File: config.mk
export PLATFORM = sky130hd
export DESIGN_NAME = counter_sequencer
export DESIGN_NICKNAME = d
export VERILOG_FILES = /design/src/rtl/counter_sequencer.sv
export SDC_FILE = /design/constraint.sdc
export NUM_CORES = 1
export LEC_CHECK = 0
export ABC_AREA = 1
export CAP_MARGIN = 20
export CELL_PAD_IN_SITES_DETAIL_PLACEMENT = 1
export CELL_PAD_IN_SITES_GLOBAL_PLACEMENT = 1
export CORE_UTILIZATION = 30
export CTS_CLUSTER_SIZE = 24
export DETAILED_ROUTE_END_ITERATION = 7
export PLACE_DENSITY_LB_ADDON = 0.1
export SLEW_MARGIN = 20
export SYNTH_ARGS = -nofsm -noshare
export SYNTH_HDL_FRONTEND = slang
export SYNTH_SLANG_ARGS = --single-unit
File: constraint.sdc
create_clock -name clk -period 1.3 [get_ports clk]
set_input_delay 0.195 -clock clk [delete_from_list [all_inputs] [get_ports clk]]
set_output_delay 0.195 -clock clk [all_outputs]
set_load 0.02 [all_outputs]
File: src/rtl/counter_sequencer.sv
// counter_sequencer
//   Command-driven controller for a 4-bit up/down counter datapath. It takes
//   LOAD / UP n / DOWN n / HOLD n commands over a valid/ready handshake and
//   drives the counter's load/up_down/enable/d_in pins cycle-exactly.
//
// Parameters
//   WIDTH   counter data width (ctr_d_in, ctr_count, cmd_arg)
//   STEP_W  width of the remaining-cycle counter; n = cmd_arg[STEP_W-1:0]
//
// Ports
//   clk, rst      clock and synchronous active-high reset
//   cmd_valid     command present
//   cmd_ready     high only in IDLE (command can be accepted)
//   cmd_op        00 LOAD, 01 UP, 10 DOWN, 11 HOLD
//   cmd_arg       LOAD value, or cycle count n for UP/DOWN/HOLD
//   abort         cancels the active command (ignored in IDLE)
//   ctr_load, ctr_up_down, ctr_enable, ctr_d_in  -> counter control pins
//   ctr_count     <- counter value (used only with SEQ_SAT_EN)
//   busy          a command is executing
//   done          one-cycle pulse after normal completion
//   sat           pulses with done when a run stopped at a count limit
//
// Build option
//   SEQ_SAT_EN    when defined, RUN stops enabling the counter once it sits
//                 at its limit (all ones going up, zero going down) and
//                 reports sat with done. Undefined: counter wraps, sat = 0.

module counter_sequencer #(
  parameter int WIDTH  = 4,
  parameter int STEP_W = 4
) (
  input  logic             clk,
  input  logic             rst,
  input  logic             cmd_valid,
  output logic             cmd_ready,
  input  logic [1:0]       cmd_op,
  input  logic [WIDTH-1:0] cmd_arg,
  input  logic             abort,
  output logic             ctr_load,
  output logic             ctr_up_down,
  output logic             ctr_enable,
  output logic [WIDTH-1:0] ctr_d_in,
  input  logic [WIDTH-1:0] ctr_count,
  output logic             busy,
  output logic             done,
  output logic             sat
);

  typedef enum logic [1:0] {
    ST_IDLE = 2'd0,
    ST_LOAD = 2'd1,
    ST_RUN  = 2'd2,
    ST_HOLD = 2'd3
  } state_t;

  localparam logic [1:0] OP_LOAD = 2'b00;
  localparam logic [1:0] OP_UP   = 2'b01;
  localparam logic [1:0] OP_DOWN = 2'b10;
  localparam logic [1:0] OP_HOLD = 2'b11;

  state_t              state_q, state_d;
  logic [STEP_W-1:0]   remaining_q, remaining_d;
  logic [WIDTH-1:0]    load_val_q, load_val_d;
  logic                up_q, up_d;
  logic                done_q, done_d;
  logic                sat_q, sat_d;
  logic                limit_seen_q, limit_seen_d;

  logic [STEP_W-1:0]   cmd_n;
  logic                limit_now;

  assign cmd_n = STEP_W'(cmd_arg);

  // Limit detection looks at the live counter value in the direction of
  // the current run; without the option it never fires, so sat stays 0.
`ifdef SEQ_SAT_EN
  assign limit_now = (up_q && (ctr_count == {WIDTH{1'b1}})) ||
                     (!up_q && (ctr_count == {WIDTH{1'b0}}));
`else
  logic unused_count;
  assign unused_count = ^ctr_count;
  assign limit_now    = 1'b0;
`endif

  // State register; reset wins over everything else.
  always_ff @(posedge clk) begin
    if (rst) begin
      state_q      <= ST_IDLE;
      remaining_q  <= '0;
      load_val_q   <= '0;
      up_q         <= 1'b0;
      done_q       <= 1'b0;
      sat_q        <= 1'b0;
      limit_seen_q <= 1'b0;
    end else begin
      state_q      <= state_d;
      remaining_q  <= remaining_d;
      load_val_q   <= load_val_d;
      up_q         <= up_d;
      done_q       <= done_d;
      sat_q        <= sat_d;
      limit_seen_q <= limit_seen_d;
    end
  end

  // Next-state and counter-pin decode. Outputs depend only on registered
  // state (plus the live limit check), so abort takes effect one edge later.
  always_comb begin
    state_d      = state_q;
    remaining_d  = remaining_q;
    load_val_d   = load_val_q;
    up_d         = up_q;
    done_d       = 1'b0;
    sat_d        = 1'b0;
    limit_seen_d = limit_seen_q;
    cmd_ready    = 1'b0;
    ctr_load     = 1'b0;
    ctr_up_down  = 1'b0;
    ctr_enable   = 1'b0;

    case (state_q)
      ST_IDLE: begin
        cmd_ready = 1'b1;
        if (cmd_valid) begin
          up_d         = (cmd_op == OP_UP);
          limit_seen_d = 1'b0;
          remaining_d  = cmd_n;
          case (cmd_op)
            OP_LOAD: begin
              load_val_d = cmd_arg;
              state_d    = ST_LOAD;
            end
            OP_UP, OP_DOWN: begin
              if (cmd_n == '0) done_d  = 1'b1;
              else             state_d = ST_RUN;
            end
            OP_HOLD: begin
              if (cmd_n == '0) done_d  = 1'b1;
              else             state_d = ST_HOLD;
            end
            default: state_d = ST_IDLE;
          endcase
        end
      end

      ST_LOAD: begin
        ctr_load = 1'b1;
        state_d  = ST_IDLE;
        done_d   = !abort;
      end

      ST_RUN: begin
        ctr_up_down = up_q;
        // Once the limit has been seen, enable stays low for the rest of the run.
        ctr_enable  = !(limit_now || limit_seen_q);
        if (limit_now) limit_seen_d = 1'b1;
        if (abort) begin
          state_d      = ST_IDLE;
          remaining_d  = '0;
          limit_seen_d = 1'b0;
        end else if (remaining_q == STEP_W'(1)) begin
          state_d      = ST_IDLE;
          remaining_d  = '0;
          done_d       = 1'b1;
          sat_d        = limit_now || limit_seen_q;
          limit_seen_d = 1'b0;
        end else begin
          remaining_d = remaining_q - STEP_W'(1);
        end
      end

      ST_HOLD: begin
        if (abort) begin
          state_d     = ST_IDLE;
          remaining_d = '0;
        end else if (remaining_q == STEP_W'(1)) begin
          state_d     = ST_IDLE;
          remaining_d = '0;
          done_d      = 1'b1;
        end else begin
          remaining_d = remaining_q - STEP_W'(1);
        end
      end

      default: state_d = ST_IDLE;
    endcase
  end

  assign ctr_d_in = load_val_q;
  assign busy     = (state_q != ST_IDLE);
  assign done     = done_q;
  assign sat      = sat_q;

endmodule

==> results of run 1 <==
-- area by class of cell --
cell class,count,share of cell area
Sequential cell,12,0.234
Tap cell,28,0.0337
Timing Repair Buffer,30,0.239
Clock buffer,4,0.0349
Multi-Input combinational cell,73,0.401
Inverter,16,0.0578
-- repair_timing --
item | CTS | global route
endpoints found under the setup margin | 10 | 4
cloned | 0 | 0
endpoints found under the hold margin | 0 | 0
pin swaps | 0 | 0
hold buffers | 0 | 0
setup buffers | 0 | 0
resized for setup | 23 | 4
-- registers in the layout, summed over array words and instances (netlist names) --
signal       flops
up_q             1
remaining_q      4
done             1
state_q          2
ctr_d_in         4
-- kinds of logic after synthesis --
family          after synthesis  synth area share
compound gates               19             0.140
xor+xnor                      1            0.0121
fa+ha+maj                     6             0.104
flops                        12             0.332
simple gates                 46             0.309
buf+inv                      18            0.0984
other cells                   1           0.00518
-- stage by stage --
| step | util | power (mW) | cells |
|---|---|---|---|
| 2_1_floorplan | - | 0.600 | 103 |
| 3_3_place_gp | 0.453 | 0.735 | 159 |
| 3_5_place_dp | 0.453 | 0.746 | 159 |
| 4_1_cts | 0.464 | 1.06 | 163 |
| 5_1_grt | 0.461 | 1.12 | 163 |
| 6_report | 0.461 | 1.05 | 163 |
-- worst register-to-register path: stages (launching register included) --
cell and delay (ps):
dfxtp_1 340, inv_1 80, ha_1 210, a21oi_2 260
inv_1 90, a21oi_2 140
-- where the power goes --
| part | switching [mW] | total [mW] | leakage [nW] | internal [mW] |
|---|---|---|---|---|
| Clock | 0.151 | 0.321 | 0.0210 | 0.171 |
| Combinational | 0.173 | 0.309 | 0.398 | 0.136 |
| Sequential | 0.0202 | 0.416 | 0.0993 | 0.396 |
| Total | 0.344 | 1.05 | 0.518 | 0.702 |
-- Yosys cell counts (2+ instances only) --
| master | instances |
|---|---|
| inv_2 | 2 |
| ha_1 | 6 |
| a21oi_1 | 12 |
| nand2_4 | 2 |
| inv_1 | 14 |
| nor2_1 | 9 |
| nand2_1 | 23 |
| dfxtp_1 | 12 |
| nand3_1 | 8 |
| o21ai_0 | 5 |
-- final timing paths --
path                 endpoint  cells past startpoint  slack [ps]      startpoint
setup / recovery    cmd_ready                      2          50      state_q[1]
setup reg to reg   state_q[1]                      5         120  remaining_q[1]
hold / removal    ctr_d_in[3]                      2         470     ctr_d_in[3]
hold reg to reg   ctr_d_in[3]                      2         470     ctr_d_in[3]
-- routing by layer --
metal | GRT usage | up-vias | routed length [um]
met4 | 0.106 | 0 | 51
met5 | 0 | - | 0
met2 | 0.298 | 21 | 890
met1 | 0.225 | 328 | 900
met3 | 0.0387 | 6 | 108
li1 | - | 389 | -
==> impl_metrics.toml, run 1 <==
[run]
cap_violations = 0

[synthesis]
yosys.cell_types.count = 20
ys_ff_latch = 12
seq_area_frac_synth = 0.332
synth_edf_count = 0
syn_nets = 123
netlist.area_leader.share = 0.332
yosysWarnings = 0
synth_area_leaders = "dfxtp_1, nand2_1, ha_1, a21oi_1, inv_1"
syn-cell-area_sq_um = 724
async_flop_share = 0
syn-instance-count = 103
synth_largest_area_cell = "dfxtp_1"
ys.flop_type = "dfxtp_1"
avgSynthCellArea_sq_um = 7.03

[setup_path]
required_ps = 1110
crit_path_max_incr_delay_ps = 350
cpMaxStageDelayCell = "dfxtp_2"
critPathArrivalTime_ps = 1050
path_buf_inv = 1
crit_family = "flip-flops"
path_cells = "nor2_1, clkdlybuf4s15_2"
critPathKind = "flip-flop to output pin"
start_kind = "flip-flop"
crit_fanout = 5
worst_setup_path_end_kind = "output pin"

[global_routing]
grt_usage = 0.185
grt_max_degree = 10
antenna_found_initial = 0
grt_pass1_vias = 798
grt_pass1_wl_um = 3480
grt_overflow = 0

[sta]
clock.fmax_ghz = 0.803
min_period_over_period = 0.958
hold_viol = 0
hold_slack_ps = 467
drv_slew = 0
fin_setup_tns_ps = 0
rsz0062_at_grt = "no"
setup_ws_ps = 54.9
min_period_ps = 1250
finalSetupViolations = 0
finClkSkew_ps = 3.20

[finish]
area_growth_pct = 43.4
final_cell_area_sq_um = 1040
multi_input_area_sq_um = 417
drive_gt1_frac = 0.230
layout.nets = 156
antennaDiodeCount = 0
final_cell_mix = "nand2_1, inv_1, a21oi_1, buf_4, dfxtp_1"
layout_commonest_cell = "nand2_1"
fillCellCount = 322
seq_area_sq_um = 243

[drt]
drt_iter0_drc = 2
num_vias = 744
routed_wl_um = 1950
post_drt_wl_per_cell_um = 12.0
via_per_inst = 4.56
postRouteAntennaNets = 0
drc = 0
first_pass_iters = 4

[floorplan]
pin_count = 25
die-width_um = 51.1
fp.dieArea_sq_um = 2620
rows = 17
core_sq_um = 2250
die_height_um = 51.1
start_util = 0.321

[cts]
cts.clk_slew.worst_paths_ps = 90
cts.sinks = 12
tritoncts = "built"
root_buffer = "clkbuf_4"
cts_htree_levels = 1
clock_latency_ps = 290
cts.path.max_buffers = 2
cts-buffers-inserted = 3

[worst_hold_path]
hold_class = "flip-flop to flip-flop"

[pwr]
power_density_nw_per_um2 = 1010
p_leak_nw = 0.518
ir_drop_uv = 738

[place]
dp_slack_ps = -239
dpl.hpwl_um = 1600
place_area_sq_um = 1020
finalWeightedCongestion = 0.755
numPortBuffers = 19

[run_status]
status = "finished clean"
Power figures use the tool's default switching activity.
==> run 2, diff against run 1 <==
--- a/config.mk
+++ b/config.mk
@@ -9,7 +9,8 @@
 export CAP_MARGIN = 20
 export CELL_PAD_IN_SITES_DETAIL_PLACEMENT = 1
 export CELL_PAD_IN_SITES_GLOBAL_PLACEMENT = 1
-export CORE_UTILIZATION = 30
+export CORE_UTILIZATION = 32
+export CTS_BUF_LIST = sky130_fd_sc_hd__clkbuf_2
 export CTS_CLUSTER_SIZE = 24
 export DETAILED_ROUTE_END_ITERATION = 7
 export PLACE_DENSITY_LB_ADDON = 0.1
==> constraint.sdc (replaced) <==
create_clock -name clk -period 1.41 [get_ports clk]
set_input_delay 0.2115 -clock clk [delete_from_list [all_inputs] [get_ports clk]]
set_output_delay 0.2115 -clock clk [all_outputs]
set_load 0.02 [all_outputs]
==> impl_metrics.toml, run 2 (synthesis gave the netlist of run 1 again) <==
[global_routing]
antenna_found_initial = 0
grt_usage = 0.167
grt_overflow = 0
grt_pass1_vias = 712
grt_max_degree = 10
grt_pass1_wl_um = 3110

[finish]
final_cell_mix = "nand2_1, inv_1, a21oi_1"
final_cell_area_sq_um = 1000
area_growth_pct = 38.7
fin_cells = 159
layout_commonest_cell = "nand2_1"
drive_gt1_frac = 0.159
layout.nets = 153
antennaDiodeCount = 0
utilization = 0.492

[cts]
cts.clk_slew.worst_paths_ps = 120
postCtsHoldBufs = 0
cts.path.max_buffers = 2
cts.sinks = 12
tritoncts = "built"
cts_htree_levels = 1
cts-buffers-inserted = 3
clock_latency_ps = 260
root_buffer = "clkbuf_2"

[setup_path]
path_cells = "inv_2, nor2_1, clkdlybuf4s15_1"
crit_fanout = 5
required_ps = 1200
crit-reg2reg-launch = "remaining_q[1]"
cpMaxStageDelayCell = "dfxtp_2"
startpoint = "state_q[1]"
worst_setup_path_end_kind = "output pin"
crit_path_max_incr_delay_ps = 390
critPathKind = "flip-flop to output pin"
critPathArrivalTime_ps = 1110
start_kind = "flip-flop"
path_buf_inv = 2
crit_family = "flip-flops"

[sta]
drv_slew = 0
min_period_over_period = 0.940
fin_setup_tns_ps = 0
rsz0062_at_grt = "no"
setup_ws_ps = 84.1
clock.fmax_ghz = 0.754
finalSetupViolations = 0
finClkSkew_ps = 1.25
hold_slack_ps = 468
min_period_ps = 1330
hold_viol = 0

[pwr]
clockPowerShare = 0.214
p_leak_nw = 0.500
netSwitchingPower_uw = 290
ir_drop_uv = 404
comb_power_share = 0.328
p_total_uw = 837
power_density_nw_per_um2 = 833
switching_share = 0.347
p_seq_frac = 0.457
p_int_uw = 547

[drt]
drc = 0
via_per_inst = 4.60
post_drt_wl_per_cell_um = 11.7
num_vias = 731
postRouteAntennaNets = 0
first_pass_iters = 3
drt_iter0_drc = 3
routed_wl_um = 1860

[run]
cap_violations = 0

[place]
numPortBuffers = 19
finalWeightedCongestion = 0.760
dpl.hpwl_um = 1580
dp_slack_ps = -144
place_inst = 155
place_area_sq_um = 997

[worst_hold_path]
hold_class = "flip-flop to flip-flop"
hp-start = "ctr_d_in[2]"

[floorplan]
fp.dieArea_sq_um = 2460
core_sq_um = 2040
pin_count = 25
die_height_um = 49.6
die-width_um = 49.6
start_util = 0.355
rows = 16

[run_status]
status = "finished clean"
[run 2: layout make-up]
class                           count  area (sq um)
Tap cell                           27          33.8
Multi-Input combinational cell     73           413
Fill cell                         284          1040
Clock buffer                        3          15.0
Clock inverter                      1          3.75
Sequential cell                    12           243
Inverter                           16          60.1
Timing Repair Buffer               27           236
[run 2: repair_timing]
action | 4_1_cts | 5_1_grt
gates cloned | 0 | 0
resized for setup | 13 | 3
buffers inserted | 0 | 0
endpoints found under the hold margin | 0 | 0
endpoints found under the setup margin | 10 | 3
[run 2: power groups by stage]
| stage | Combinational, mW | Clock, mW | Sequential, mW |
|---|---|---|---|
| floorplan | 0.160 | 0 | 0.393 |
| global placement | 0.279 | 0 | 0.389 |
| detailed placement | 0.290 | 0 | 0.390 |
| CTS | 0.280 | 0.188 | 0.383 |
| global route | 0.309 | 0.202 | 0.387 |
| finish | 0.275 | 0.180 | 0.383 |
[run 2: worst min-delay path, stage by stage (launching register included)]
cell and delay [ps]:
dfxtp_1 330, nand2_1 60, a21oi_1 50
[run 2: path summary, 6_finish.rpt]
path                            slack, ps  depth (start not counted)           to
worst max-delay path                   80                          3   ctr_enable
worst min-delay path                  470                          2  ctr_d_in[2]
worst min register to register        470                          2  ctr_d_in[2]
worst max register to register        230                          5   state_q[0]
[run 2: routing by layer]
layer,up-vias,wire [um],part of all wire,track usage
li1,381,-,-,-
met1,335,812,0.44,0.200
met2,15,975,0.53,0.293
met3,0,68,0.037,0.0309
met4,0,0,0,0.0571
met5,-,0,0,0
==> run 3, diff against run 2 <==
--- a/config.mk
+++ b/config.mk
@@ -6,7 +6,6 @@
 export NUM_CORES = 1
 export LEC_CHECK = 0
 export ABC_AREA = 1
-export CAP_MARGIN = 20
 export CELL_PAD_IN_SITES_DETAIL_PLACEMENT = 1
 export CELL_PAD_IN_SITES_GLOBAL_PLACEMENT = 1
 export CORE_UTILIZATION = 32
==> results of run 3 <==
Final layout, timing and power as in run 2 (identical DEF).
